<file path="src/rtl/alu_arbiter.sv">
// alu_arbiter: shares one combinational ALU between two requesters
// (req0: execute stage, req1: address/branch unit).
//
// Round-robin grant on ties, valid/ready handshakes on both sides, and a
// registered result held until the owning requester consumes it. A release
// and a new accept may happen on the same edge, so one op per cycle is
// sustained while the response side keeps ready high.
//
// Ports
//   clk, rst_n                      clock (rising), async active-low reset
//   reqN_valid/ready/op/left/right  request side, N = 0,1
//   rspN_valid/ready                response handshake; rsp_result is shared,
//                                   its owner is whichever rspN_valid is high
//   alu_op/left/right, alu_result   connection to the external ALU
//
// Optional feature (macro ALU_ARB_PERF_EN): adds perf_grant0, perf_grant1
// (accepted ops per requester) and perf_conflict (cycles with both requests
// valid while the arbiter is free). Counters wrap modulo 2^CNT_W.

`ifndef ALU_OP_LENGTH
`define ALU_OP_LENGTH 4
`endif

module alu_arbiter #(
  parameter int OP_W   = `ALU_OP_LENGTH,
  parameter int DATA_W = 32,
  parameter int CNT_W  = 32
) (
  input  logic              clk,
  input  logic              rst_n,
  input  logic              req0_valid,
  output logic              req0_ready,
  input  logic [OP_W-1:0]   req0_op,
  input  logic [DATA_W-1:0] req0_left,
  input  logic [DATA_W-1:0] req0_right,
  input  logic              req1_valid,
  output logic              req1_ready,
  input  logic [OP_W-1:0]   req1_op,
  input  logic [DATA_W-1:0] req1_left,
  input  logic [DATA_W-1:0] req1_right,
  output logic              rsp0_valid,
  input  logic              rsp0_ready,
  output logic              rsp1_valid,
  input  logic              rsp1_ready,
  output logic [DATA_W-1:0] rsp_result,
  output logic [OP_W-1:0]   alu_op,
  output logic [DATA_W-1:0] alu_left,
  output logic [DATA_W-1:0] alu_right,
  input  logic [DATA_W-1:0] alu_result
`ifdef ALU_ARB_PERF_EN
  ,
  output logic [CNT_W-1:0]  perf_grant0,
  output logic [CNT_W-1:0]  perf_grant1,
  output logic [CNT_W-1:0]  perf_conflict
`endif
);

  typedef enum logic {IDLE, RESP} state_t;

  typedef struct packed {
    logic [OP_W-1:0]   op;
    logic [DATA_W-1:0] left;
    logic [DATA_W-1:0] right;
  } req_t;

  state_t state, state_d;
  logic   owner;       // requester that owns the held result
  logic   last_grant;  // loser of the next tie is this one
  logic   owner_ready, free, both, grant, accept;
  req_t   req0, req1, sel;

  assign req0 = '{op: req0_op, left: req0_left, right: req0_right};
  assign req1 = '{op: req1_op, left: req1_left, right: req1_right};

  // Next-state / grant logic. rst_n gates free so both readys stay low
  // while reset is asserted even though the state register reads IDLE.
  always_comb begin
    state_d     = state;
    owner_ready = owner ? rsp1_ready : rsp0_ready;
    free        = rst_n && ((state == IDLE) || owner_ready);
    both        = req0_valid && req1_valid;
    grant       = both ? ~last_grant : req1_valid;
    accept      = free && (req0_valid || req1_valid);
    if (accept)
      state_d = RESP;
    else if (state == RESP && owner_ready)
      state_d = IDLE;
  end

  assign req0_ready = accept && !grant;
  assign req1_ready = accept && grant;

  // Without a grant the ALU still sees req0's operands; the result is unused.
  assign sel       = (accept && grant) ? req1 : req0;
  assign alu_op    = sel.op;
  assign alu_left  = sel.left;
  assign alu_right = sel.right;

  assign rsp0_valid = (state == RESP) && !owner;
  assign rsp1_valid = (state == RESP) && owner;

  always_ff @(posedge clk or negedge rst_n) begin
    if (!rst_n) begin
      state      <= IDLE;
      owner      <= 1'b0;
      last_grant <= 1'b1;
      rsp_result <= '0;
    end else begin
      state <= state_d;
      if (accept) begin
        rsp_result <= alu_result;
        owner      <= grant;
        last_grant <= grant;
      end
    end
  end

`ifdef ALU_ARB_PERF_EN
  always_ff @(posedge clk or negedge rst_n) begin
    if (!rst_n) begin
      perf_grant0   <= '0;
      perf_grant1   <= '0;
      perf_conflict <= '0;
    end else begin
      if (req0_ready)  perf_grant0   <= perf_grant0 + 1'b1;
      if (req1_ready)  perf_grant1   <= perf_grant1 + 1'b1;
      if (free && both) perf_conflict <= perf_conflict + 1'b1;
    end
  end
`endif

endmodule

</file>
<file path="config.mk">
export PLATFORM = sky130hd
export DESIGN_NAME = alu_arbiter
export DESIGN_NICKNAME = d
export VERILOG_FILES = /design/src/rtl/alu_arbiter.sv
export SDC_FILE = /design/constraint.sdc
export NUM_CORES = 1
export LEC_CHECK = 0
export ABC_AREA = 1
export CAP_MARGIN = 20
export CORE_AREA = 2 2 109 111
export CTS_CLUSTER_DIAMETER = 40
export CTS_CLUSTER_SIZE = 12
export DETAILED_ROUTE_END_ITERATION = 12
export DIE_AREA = 0 0 111 113
export PLACE_DENSITY_LB_ADDON = 0.08
export SLEW_MARGIN = 10
export SYNTH_ARGS = -nofsm -noshare
export SYNTH_HDL_FRONTEND = slang
export SYNTH_SLANG_ARGS = --single-unit
</file>
<file path="constraint.sdc">
create_clock -name clk -period 3.96 [get_ports clk]
set_input_delay 0.792 -clock clk [delete_from_list [all_inputs] [get_ports clk]]
set_output_delay 0.792 -clock clk [all_outputs]
set_load 0.01 [all_outputs]
</file>
# After elaboration in Yosys (flattened, before gate mapping)
# Cells that the tools add are included.
totals:
  register_bits: 35
  output_inout_bits: 104
  inputBits: 174
  wordCells: 24
classes:
  bitwise_logic: 2
  n_mux: 5
  n_reduce_logical: 13
ops:
  columns: ["cell", "count"]
  rows:
  - ["$mux 68", 1]
  - ["$logic_and 1x1->1", 8]
  - ["$mux 1", 4]
  - ["$logic_not 1->1", 2]
  - ["$logic_or 1x1->1", 2]
  - ["$not 1->1", 2]
  - ["$reduce_bool 2->1", 1]

# Depth between registers and ports, before layout
# Gate-level depths: netlist (run 1).
logic_depth:
  word_depth: 6
  mapped_depth: 7
  mapped_depth_nobuf: 6

# Least setup slack after synthesis (run 1)
# No wires, ideal clock.
synth_path:
  kind: "input to output"
  start: "input req1_valid"
  end: "output alu_left[16]"
  setup_slack_ns: 1.639
  path_buffers: 2
  required_ns: 3.168
  stages: 6
  arrival_time_ns: 1.529
  path_cell_list: "inv_1 a21oi_4 buf_4 buf_4 nand4_1 nand2_1"
synth_between:
  elab_chain_len: 4
  elab_cells_between_ends: 6
  cone_classes: "mux: 2; reduce/logical: 4"
synth_rtl:
  columns: ["element", "line_no", "text"]
  rows:
  - ["start, declared", "36", "input logic req1_valid,"]
  - ["$logic_and 1x1->1 or $logic_or 1x1->1 (tied branches)", "81, 83", null]
  - ["$mux 1 or $logic_and 1x1->1 (tied branches)", "82, 83", null]
  - ["$logic_and 1x1->1 (*)", "94", "assign sel = (accept && grant) ? req1 : req0;"]
  - ["$mux 68 (*)", "94", null]
  - ["end, declared", "47", "output logic [DATA_W-1:0] alu_left,"]
# Every way passes the cells marked *; elsewhere a longest branch is shown, timed or not.

# Final worst setup path (run 1)
layout_path:
  start: "input req1_valid"
  end: "output alu_right[27]"
layout_between:
  elab_chain_len: 4
  elab_cells_between_ends: 6
  cone_classes: "mux: 2; reduce/logical: 4"
layout_rtl:
  columns: ["element", "line_no", "text"]
  rows:
  - ["$logic_and 1x1->1 or $logic_or 1x1->1 (tied branches)", "81, 83", null]
  - ["$mux 1 or $logic_and 1x1->1 (tied branches)", "82, 83", null]
  - ["$logic_and 1x1->1 (*)", "94", null]
  - ["$mux 68 (*)", "94", null]
  - ["end, declared", "48", "output logic [DATA_W-1:0] alu_right,"]
# Marks and branches as above.

==> results of run 1 <==
==> stage by stage <==
step	instances	util (%)	worst slack [ps]
floorplan	396	-	1640
global placement	791	48.3	423
detailed placement	791	48.3	387
CTS	798	49.5	386
global route	798	49.5	284
finish	799	49.6	406
==> worst max path at each step <==
stage | from | to | slack, ps | depth (start not counted)
after floorplan | req1_valid | alu_left[16] | 1640 | 6
after global placement | req0_valid | alu_right[18] | 420 | 7
after detailed placement | req0_valid | alu_right[27] | 390 | 7
after CTS | req0_valid | alu_right[27] | 390 | 7
after global routing | req1_valid | alu_right[2] | 280 | 8
final | req1_valid | alu_right[27] | 410 | 8
==> routing by layer <==
layer / vias up / track usage (%)
met5: - / 0
li1: 1835 / -
met3: 25 / 5.30
met1: 1640 / 21.5
met4: 0 / 6.75
met2: 154 / 34.5
==> registers in the layout, summed over array words and instances, names as in the netlist <==
signal	flops
last_grant	1
owner	1
rsp_result	32
state	1
==> cell families (layout without fill, tap and decap cells) <==
kind of cell           Yosys count  after routing  synth area share, %
other                            0              1                    0
and+or+nand+nor                315            315                 54.8
AOI/OAI and AO/OA                1              1                0.631
buffers and inverters           45            304                 10.5
DFF                             35             35                 34.0
==> cells in the final DEF (no fill, tap or decap), types with 2 or more instances in the layout <==
| cell type | count |
|---|---|
| nor2_1 | 3 |
| clkdlybuf4s50_1 | 276 |
| clkbuf_16 | 5 |
| buf_12 | 4 |
| nand3_1 | 32 |
| dfrtp_1 | 34 |
| nand2_1 | 208 |
| buf_4 | 10 |
| nand4_1 | 68 |
| inv_2 | 2 |
| inv_1 | 4 |
==> power by group through the flow <==
stage / Clock, W / Sequential [W] / Combinational [W]
floorplan: 0 / 0.000630 / 0.000496
global placement: 0 / 0.000576 / 0.00131
detailed placement: 0 / 0.000578 / 0.00132
CTS: 0.000396 / 0.000577 / 0.00132
global route: 0.000411 / 0.000594 / 0.00141
finish: 0.000382 / 0.000575 / 0.00130
==> cell type report <==
type | instances | area share (%)
antenna | 1 | 0.0448
clock buffer | 6 | 2.49
clock inverter | 1 | 0.0896
inverter | 6 | 0.403
multi-input combinational | 316 | 25.8
sequential | 35 | 15.7
tap | 143 | 3.20
timing repair buffer | 291 | 52.3
==> critical path, delay by kind of cell <==
kind                   cells  cell delay [ps]
buffers and inverters      4             1280
AOI/OAI and AO/OA          1              360
and+or+nand+nor            3              290
==> results.txt, run 1 <==
Share of layout cells above drive strength 1 = 4.58%
Drt total wl = 12700 um
Top cell type's share of synthesized area = 33.0%
Routability cong. = 0.929
Sw Pwr = 0.000825 W
Routed wl met3 = 953 um
I/O Buffers = 277
Routed vias = 3654
Core ar. = 11300 um^2
Die height = 113 um
Fillers = 1148
FMAX = 0.281 GHz
Synth Flop Type = dfrtp_1
Sw frac = 36.6%
Logic pwr share = 57.5%
Vias in the first global route = 3550
Static Leak = 2.59 nW
Synth top area cells = dfrtp_1 (33%), nand2_1 (30%), nand4_1 (16%)
CTS tree = done
Hold path endpoint = rsp_result[8]
Power per cell area = 403 nW/um^2
DR top layer = met4
Post_cts resized = 0
Max_cap viols = 0
Area grow syn2layout = 117%
Syn Area/Cell = 6.52 um^2
Worst min path class = register to register
Total Power = 0.00225 W
Slew @ Worst Pin = 451 ps
CP Capture Type = output pin
# hold bufs at CTS = 0
Post-Synthesis Cell Area = 2580 um^2
Unrepaired setup endpoints after global routing = false
Vias/cell = 4.57
IO Count = 278
Gr ovfl total = 0
Setup TNS = 0 ps
CTS buffer count = 5
Antenna violations before repair = 1
Arr. time, crit path = 2760 ps
Worst r2r src = owner
Wire length on met1 = 4950 um
Setup violators final = 0
GRT Total Usage = 19.0%
#FFs+latches synth = 35
Synth async-reset ratio = 100%
Register area share after synthesis = 34.0%
Pin count of the biggest net entering global routing = 58
Nets@finish = 829
Drt wl/cell = 15.9 um
Setup Buffers After CTS = 0
VDD IR max = 0.000332 V
Yosys warnings = 0
DR DRC count = 0
Status = completed
RR Endpoint = rsp_result[22]
Worst skew pair latency = 270 ps
Met2 Routed Length = 6440 um
Required @ worst endpoint = 3170 ps
Post-DP HPWL = 9890 um
Syn nets = 570
Number of flops mapped to enable cells by yosys = 0
Initial Util = 22.9%
Post-synthesis cell type count = 17
Drt first pass iters = 4
Count leader, synth = nand2_1
First-pass GRT wire length = 19400 um
Final hold vios = 0
CP max stage cell = clkdlybuf4s50_1
Die W = 111 um
Critical path peak fanout = 53
Clock sink count = 35
Skew final = 1.18 ps
Synth area leader = dfrtp_1
Post-DP Area = 5440 um^2
Hold depth = 2
Pint = 0.00143 W
Clock Path Buffers = 2
Die area = 12500 um^2
Mapped Cells = 396
Fin crit period = 3550 ps
Reg2reg setup slack = 2410 ps
Worst setup path class = input port to output pin
Reg power frac = 25.5%
Worst-path clk slew = 50 ps
Seq. cell area = 877 um^2
Hold Crit Start = rsp_result[8]
Routed Antenna Nets = 0
Placement Rows = 39
Slew headroom = 69.9%
Critical Path Source Type = input port
Final Cycle Share = 89.7%
H-Tree Depth = 2
CP cell instances = clkdlybuf4s50_1, inv_1, a21oi_4, nand3_2, buf_12, nand2_1, nand2_1, clkdlybuf4s50_1
Top cells by count, synth = nand2_1 (208), nand4_1 (68), dfrtp_1 (34)
Slew Limit Fails = 0
Worst hold slack = 468 ps
CP peak stage delay = 510 ps
Area of the multi-input gates = 1440 um^2
Clk pwr share = 16.9%
Finished Cell Area = 5590 um^2
FF-to-FF path depth = 8
Root Buffer = clkbuf_16
Drt initial violations = 206
Power figures use the tool's default switching activity.
==> inputs of run 2 (changes only) <==
--- a/config.mk
+++ b/config.mk
@@ -7,11 +7,12 @@
 export LEC_CHECK = 0
 export ABC_AREA = 1
 export CAP_MARGIN = 20
-export CORE_AREA = 2 2 109 111
+export CELL_PAD_IN_SITES_DETAIL_PLACEMENT = 1
+export CELL_PAD_IN_SITES_GLOBAL_PLACEMENT = 2
+export CORE_UTILIZATION = 13
 export CTS_CLUSTER_DIAMETER = 40
 export CTS_CLUSTER_SIZE = 12
 export DETAILED_ROUTE_END_ITERATION = 12
-export DIE_AREA = 0 0 111 113
 export PLACE_DENSITY_LB_ADDON = 0.08
 export SLEW_MARGIN = 10
 export SYNTH_ARGS = -nofsm -noshare
==> results.txt, run 2 (synthesized netlist as in run 1, its figures left out) <==
Root Buffer = clkbuf_16
Hold depth = 2 (unchanged)
Dpl ws = 392 ps (+5.09 ps)
DR DRC count = 0 (unchanged)
Setup TNS = 0 ps (unchanged)
Drt total wl = 15400 um (+21%)
Critical path peak fanout = 37 (-30%)
Die height = 143 um (+26%)
Routed Antenna Nets = 0 (unchanged)
Power per cell area = 399 nW/um^2 (-1.2%)
Nets@finish = 828 (-0.12%)
Final WS setup = 414 ps (+8.20 ps)
VDD IR max = 0.000237 V (-29%)
GRT Total Usage = 14.4% (-4.6 points)
N_diodes = 0 (-1)
Routed vias = 3712 (+1.6%)
Area grow syn2layout = 121%
Largest register by flop count = rsp_result
CP Capture Type = output pin
Worst r2r src = owner
Commonest non-fill, non-tap cells in the layout = clkdlybuf4s50_1 (276), nand2_1 (208), nand4_1 (68)
Hold path endpoint = rsp_result[17]
CTS tree = done
Skew final = 1.89 ps (+0.704 ps)
Antenna violations before repair = 0 (-1)
Slew headroom = 67.3% (-2.6 points)
Vias/cell = 4.03 (-12%)
CTS buffer count = 5 (unchanged)
# hold bufs at CTS = 0 (unchanged)
IO Count = 278 (unchanged)
Vias in the first global route = 3827 (+7.8%)
Most common cell after layout, fill and taps aside = clkdlybuf4s50_1
Share of layout cells above drive strength 1 = 4.27% (-0.31 points)
FF-to-FF path depth = 8 (unchanged)
Status = completed
Worst setup path class = input port to output pin
Max_cap viols = 0 (unchanged)
Required @ worst endpoint = 3170 ps (about the same)
Setup Buffers After CTS = 0 (unchanged)
Placement Rows = 51 (+31%)
Fin crit period = 3550 ps (-8.20 ps)
I/O Buffers = 277 (unchanged)
Pin count of the biggest net entering global routing = 49 (-16%)
Unrepaired setup endpoints after global routing = false
Critical Path Source Type = input port
Worst skew pair latency = 280 ps (about the same)
Final Cycle Share = 89.5% (-0.21 points)
Max FFs per register = 32 (unchanged)
Final hold vios = 0 (unchanged)
Routability cong. = 0.758 (-18%)
Worst-path clk slew = 60 ps (about the same)
Die area = 20400 um^2 (+63%)
Gr ovfl total = 0 (unchanged)
First-pass GRT wire length = 22500 um (+16%)
Arr. time, crit path = 2750 ps (about the same)
Worst min path class = register to register
FMAX = 0.282 GHz (+0.23%)
Clock Path Buffers = 2 (unchanged)
Drt wl/cell = 16.7 um (+4.7%)
Die W = 143 um (+29%)
Reg2reg setup slack = 2310 ps (-100 ps)
Static Leak = 2.57 nW (-0.75%)
Core ar. = 19500 um^2 (+73%)
Post-DP HPWL = 11600 um (+17%)
Setup violators final = 0 (unchanged)
RR Endpoint = owner
Hold Crit Start = rsp_result[17]
H-Tree Depth = 2 (unchanged)
Clock sink count = 35 (unchanged)
Initial Util = 13.3% (-9.6 points)
Slew @ Worst Pin = 491 ps (+39.3 ps)
Post_cts resized = 0 (unchanged)
Drt initial violations = 74 (-64%)
Fillers = 2339 (+100%)
Drt first pass iters = 4 (unchanged)
Slew Limit Fails = 0 (unchanged)
-- run 2: where the power goes --
group | internal (W) | switching [W]
logic | 0.000673 | 0.000638
clock network | 0.000233 | 0.000150
registers | 0.000494 | 0.0000831
total | 0.00140 | 0.000871
-- run 2: per-layer routing --
layer / vias to the layer above / global-route usage [%] / part of all wire, %
met5: - / 0 / 0
met4: 0 / 3.11 / 1.2
met3: 12 / 4.39 / 8.6
met2: 146 / 26.5 / 50
met1: 1718 / 16.2 / 40
li1: 1836 / - / -
-- run 2: how the worst max path moves through the flow --
stage / cells past startpoint / to / from
detailed placement: 7 / alu_right[24] / req0_valid
finish: 7 / alu_left[24] / req0_valid
floorplan: 6 / alu_left[16] / req1_valid
global placement: 7 / alu_right[1] / req0_valid
CTS: 7 / alu_right[24] / req0_valid
global route: 7 / alu_left[16] / rsp1_ready
-- run 2: layout make-up --
type / instances / area (um^2) / area share [%]
Sequential cell: 35 / 877 / 15.4
Tap cell: 265 / 332 / 5.82
Multi-Input combinational cell: 316 / 1440 / 25.3
Clock buffer: 7 / 133 / 2.33
Inverter: 6 / 22.5 / 0.395
Timing Repair Buffer: 290 / 2890 / 50.7
Clock inverter: 1 / 5.00 / 0.0878
-- run 2: critical path, stage by stage --
cell	delay, ps
clkdlybuf4s50_1	530
nor2_1	90
nor2_4	110
buf_4	390
nand4_1	180
nand2_1	110
clkdlybuf4s50_1	540
-- run 2: per-stage QoR --
step,total power (W),utilization [%],instance area (um^2),hold WS (ps),std cells
3_5_place_dp,0.00193,28.6,5560,462,912
6_report,0.00227,29.3,5700,472,920
3_3_place_gp,0.00191,28.6,5560,453,912
4_1_cts,0.00233,29.3,5700,473,920
2_1_floorplan,0.00113,-,2580,465,396
5_1_grt,0.00246,29.3,5700,487,920
==> inputs of run 3 (changes only) <==
--- a/config.mk
+++ b/config.mk
@@ -10,9 +10,9 @@
 export CELL_PAD_IN_SITES_DETAIL_PLACEMENT = 1
 export CELL_PAD_IN_SITES_GLOBAL_PLACEMENT = 2
 export CORE_UTILIZATION = 13
-export CTS_CLUSTER_DIAMETER = 40
 export CTS_CLUSTER_SIZE = 12
 export DETAILED_ROUTE_END_ITERATION = 12
+export HOLD_SLACK_MARGIN = 0.03
 export PLACE_DENSITY_LB_ADDON = 0.08
 export SLEW_MARGIN = 10
 export SYNTH_ARGS = -nofsm -noshare
==> results of run 3 <==
Same layout as run 2: the final DEF is identical, and so are final timing and power.
==> variant (settings of run 2) <==
Add a define of `ALU_ARB_PERF_EN`.
--- a/src/rtl/alu_arbiter.sv
+++ b/src/rtl/alu_arbiter.sv
@@ -18,2 +18,4 @@
 // valid while the arbiter is free). Counters wrap modulo 2^CNT_W.
+
+`define ALU_ARB_PERF_EN
 
Check against the original RTL (old outputs only; new: perf_conflict, perf_grant0 and perf_grant1): equivalent (equiv_simple and equiv_induct, registers matched by name and starting in step).
==> variant against run 2 <==
Routed wire length grew to 2.6 times the old value; hold slack worse by 0.046 ns; synthesized area grew to 2.9 times the old value; power grew 140%; critical path depth grew 3; utilization down 7.0 points; worst setup slack worse by 0.084 ns; sequential cell count increased by 96; combinational power is 54% higher; synthesized cell count grew to 2.8 times the old value; maximum frequency fell by 2.3%; clock power increased to 4.3 times the old value; design area rose by 130%.
==> variant: results (changes against run 2) <==
synth:
  yosysSeqAreaShare: 0.434  # +0.0936
  synth_commonest_cells: "567 x nand2_1, 130 x dfrtp_1, 107 x nor2_1"
  async_reset_ff_frac: 1.00  # unchanged
  synth_nets: 1290  # +130%
  yosys.area.top_type: "dfrtp_1"
  synth_area_leaders: "dfrtp_1 43%, nand2_1 28%, nor2_1 5.3%, inv_1 4.2%, nand3_1 3.8%"
  synth_cell_types: 25  # +8
  yosysWarnings: 0  # unchanged
global_routing:
  antenna_found_initial: 3  # +3
  grt_max_degree: 58  # +18%
  grt_pass1_wl_um: 59200  # +160%
  grt_pass1_vias: 9043  # +140%
  grt_use_total: 0.137  # -0.00707
setup_path:
  crit_fanout: 48  # +30%
  cp_top_family: "buffers and inverters"
  arrival_ns: 2.84  # +0.09 ns
  slowest_delay_ns: 0.54  # about the same
  critPathSlowestCell: "clkdlybuf4s50_1"
cts:
  htreeDepth: 4  # +2
  root_buffer: "clkbuf_16"
  clk_pin_slew_ns: 0.07
  clockBufferDepth: 2  # unchanged
  post_cts_buffers: 0  # unchanged
  clk_latency_ns: 0.48  # +0.20 ns
  cts_resized: 0  # unchanged
  numCtsBuffers: 17  # +12
pwr:
  p_sw_mw: 1.94  # +120%
  ir_drop_mv: 0.228  # -3.8%
  leakagePower_nw: 5.55  # +120%
sta:
  fin_skew_ns: 0.0109  # +0.00898 ns
  tns_ns: 0  # unchanged
  worst_pin_slew_ns: 0.819  # +0.328 ns
place:
  place_area_um2: 12300  # +120%
  gp_congestion: 0.824  # +8.8%
  dp_hpwl_um: 31500  # +170%
  io_buffer_count: 373  # +35%
hold_path:
  hold_class: "primary input to asynchronous set/reset pin"
drt:
  vias: 8347  # +120%
  drtPass1Iterations: 6  # +2
  routed_wl_um: 39500  # +160%
  drtIter0Drc: 243  # +230%
outcome:
  status: "finished clean"
finish:
  fillers: 6904  # +200%
  drive_above_1_share: 0.0426  # -0.000138
  layout.nets: 1666  # +100%
## variant: cells by family (layout without fill, tap and decap cells)
family                   Yosys count  in the layout  synth area share
AND/OR/NAND/NOR                  805            805             0.439
other                              0              2                 0
flip-flops                       131            131             0.434
AO/OA/AOI/OAI                     16             16            0.0111
XOR/XNOR                          40             40            0.0463
adder cells (fa/ha/maj)            3              3           0.00496
buffers and inverters            118            507            0.0655
## variant: area by class of cell
cell class / count / share of cell area
repair buffers: 390 / 0.304
clock buffers: 18 / 0.0342
well taps: 765 / 0.0745
diodes: 2 / 0.000389
clock inverters: 14 / 0.0107
inverters: 85 / 0.0248
multi-input cells: 864 / 0.296
flip-flops and latches: 131 / 0.255
## variant: worst paths after layout
path	from	end	slack, ns	cells after the start
setup / recovery	req1_valid	alu_right[0]	0.33	10
min in group clk	last_grant$_DFFE_PN1P_	last_grant$_DFFE_PN1P_	0.48	2
hold / removal	rst_n	state$_DFFE_PN0P_	0.43	2
max in group asynchronous	rst_n	perf_grant1[1]$_DFFE_PN0P_	2.40	3
hold reg to reg	last_grant$_DFFE_PN1P_	last_grant$_DFFE_PN1P_	0.48	2
setup reg to reg	owner$_DFFE_PN0P_	rsp_result[0]$_DFFE_PN0P_	1.82	9
## variant: per-layer routing
metal / part of all wire / global-route usage
met1: 0.43 / 0.161
met2: 0.48 / 0.227
met3: 0.066 / 0.0462
met4: 0.019 / 0.0553
met5: 0.00033 / 0
## variant: power by group through the flow
stage	clock network [mW]	registers, mW	logic (mW)
after global placement	0	1.86	2.09
final	1.65	1.83	2.02
after global routing	1.79	1.87	2.22
after floorplan	0	1.92	0.685
after detailed placement	0	1.86	2.08
after CTS	1.76	1.84	2.09
## variant: per-stage QoR
stage | total power, mW | hold slack, ns | utilization | cells | worst slack [ns]
3_3_place_gp | 3.95 | 0.462 | 0.213 | 2235 | 0.294
2_1_floorplan | 2.61 | 0.451 | - | 1113 | 1.41
4_1_cts | 5.69 | 0.429 | 0.223 | 2267 | 0.297
6_report | 5.51 | 0.426 | 0.223 | 2269 | 0.331
5_1_grt | 5.89 | 0.464 | 0.223 | 2269 | 0.152
3_5_place_dp | 3.94 | 0.465 | 0.213 | 2235 | 0.313
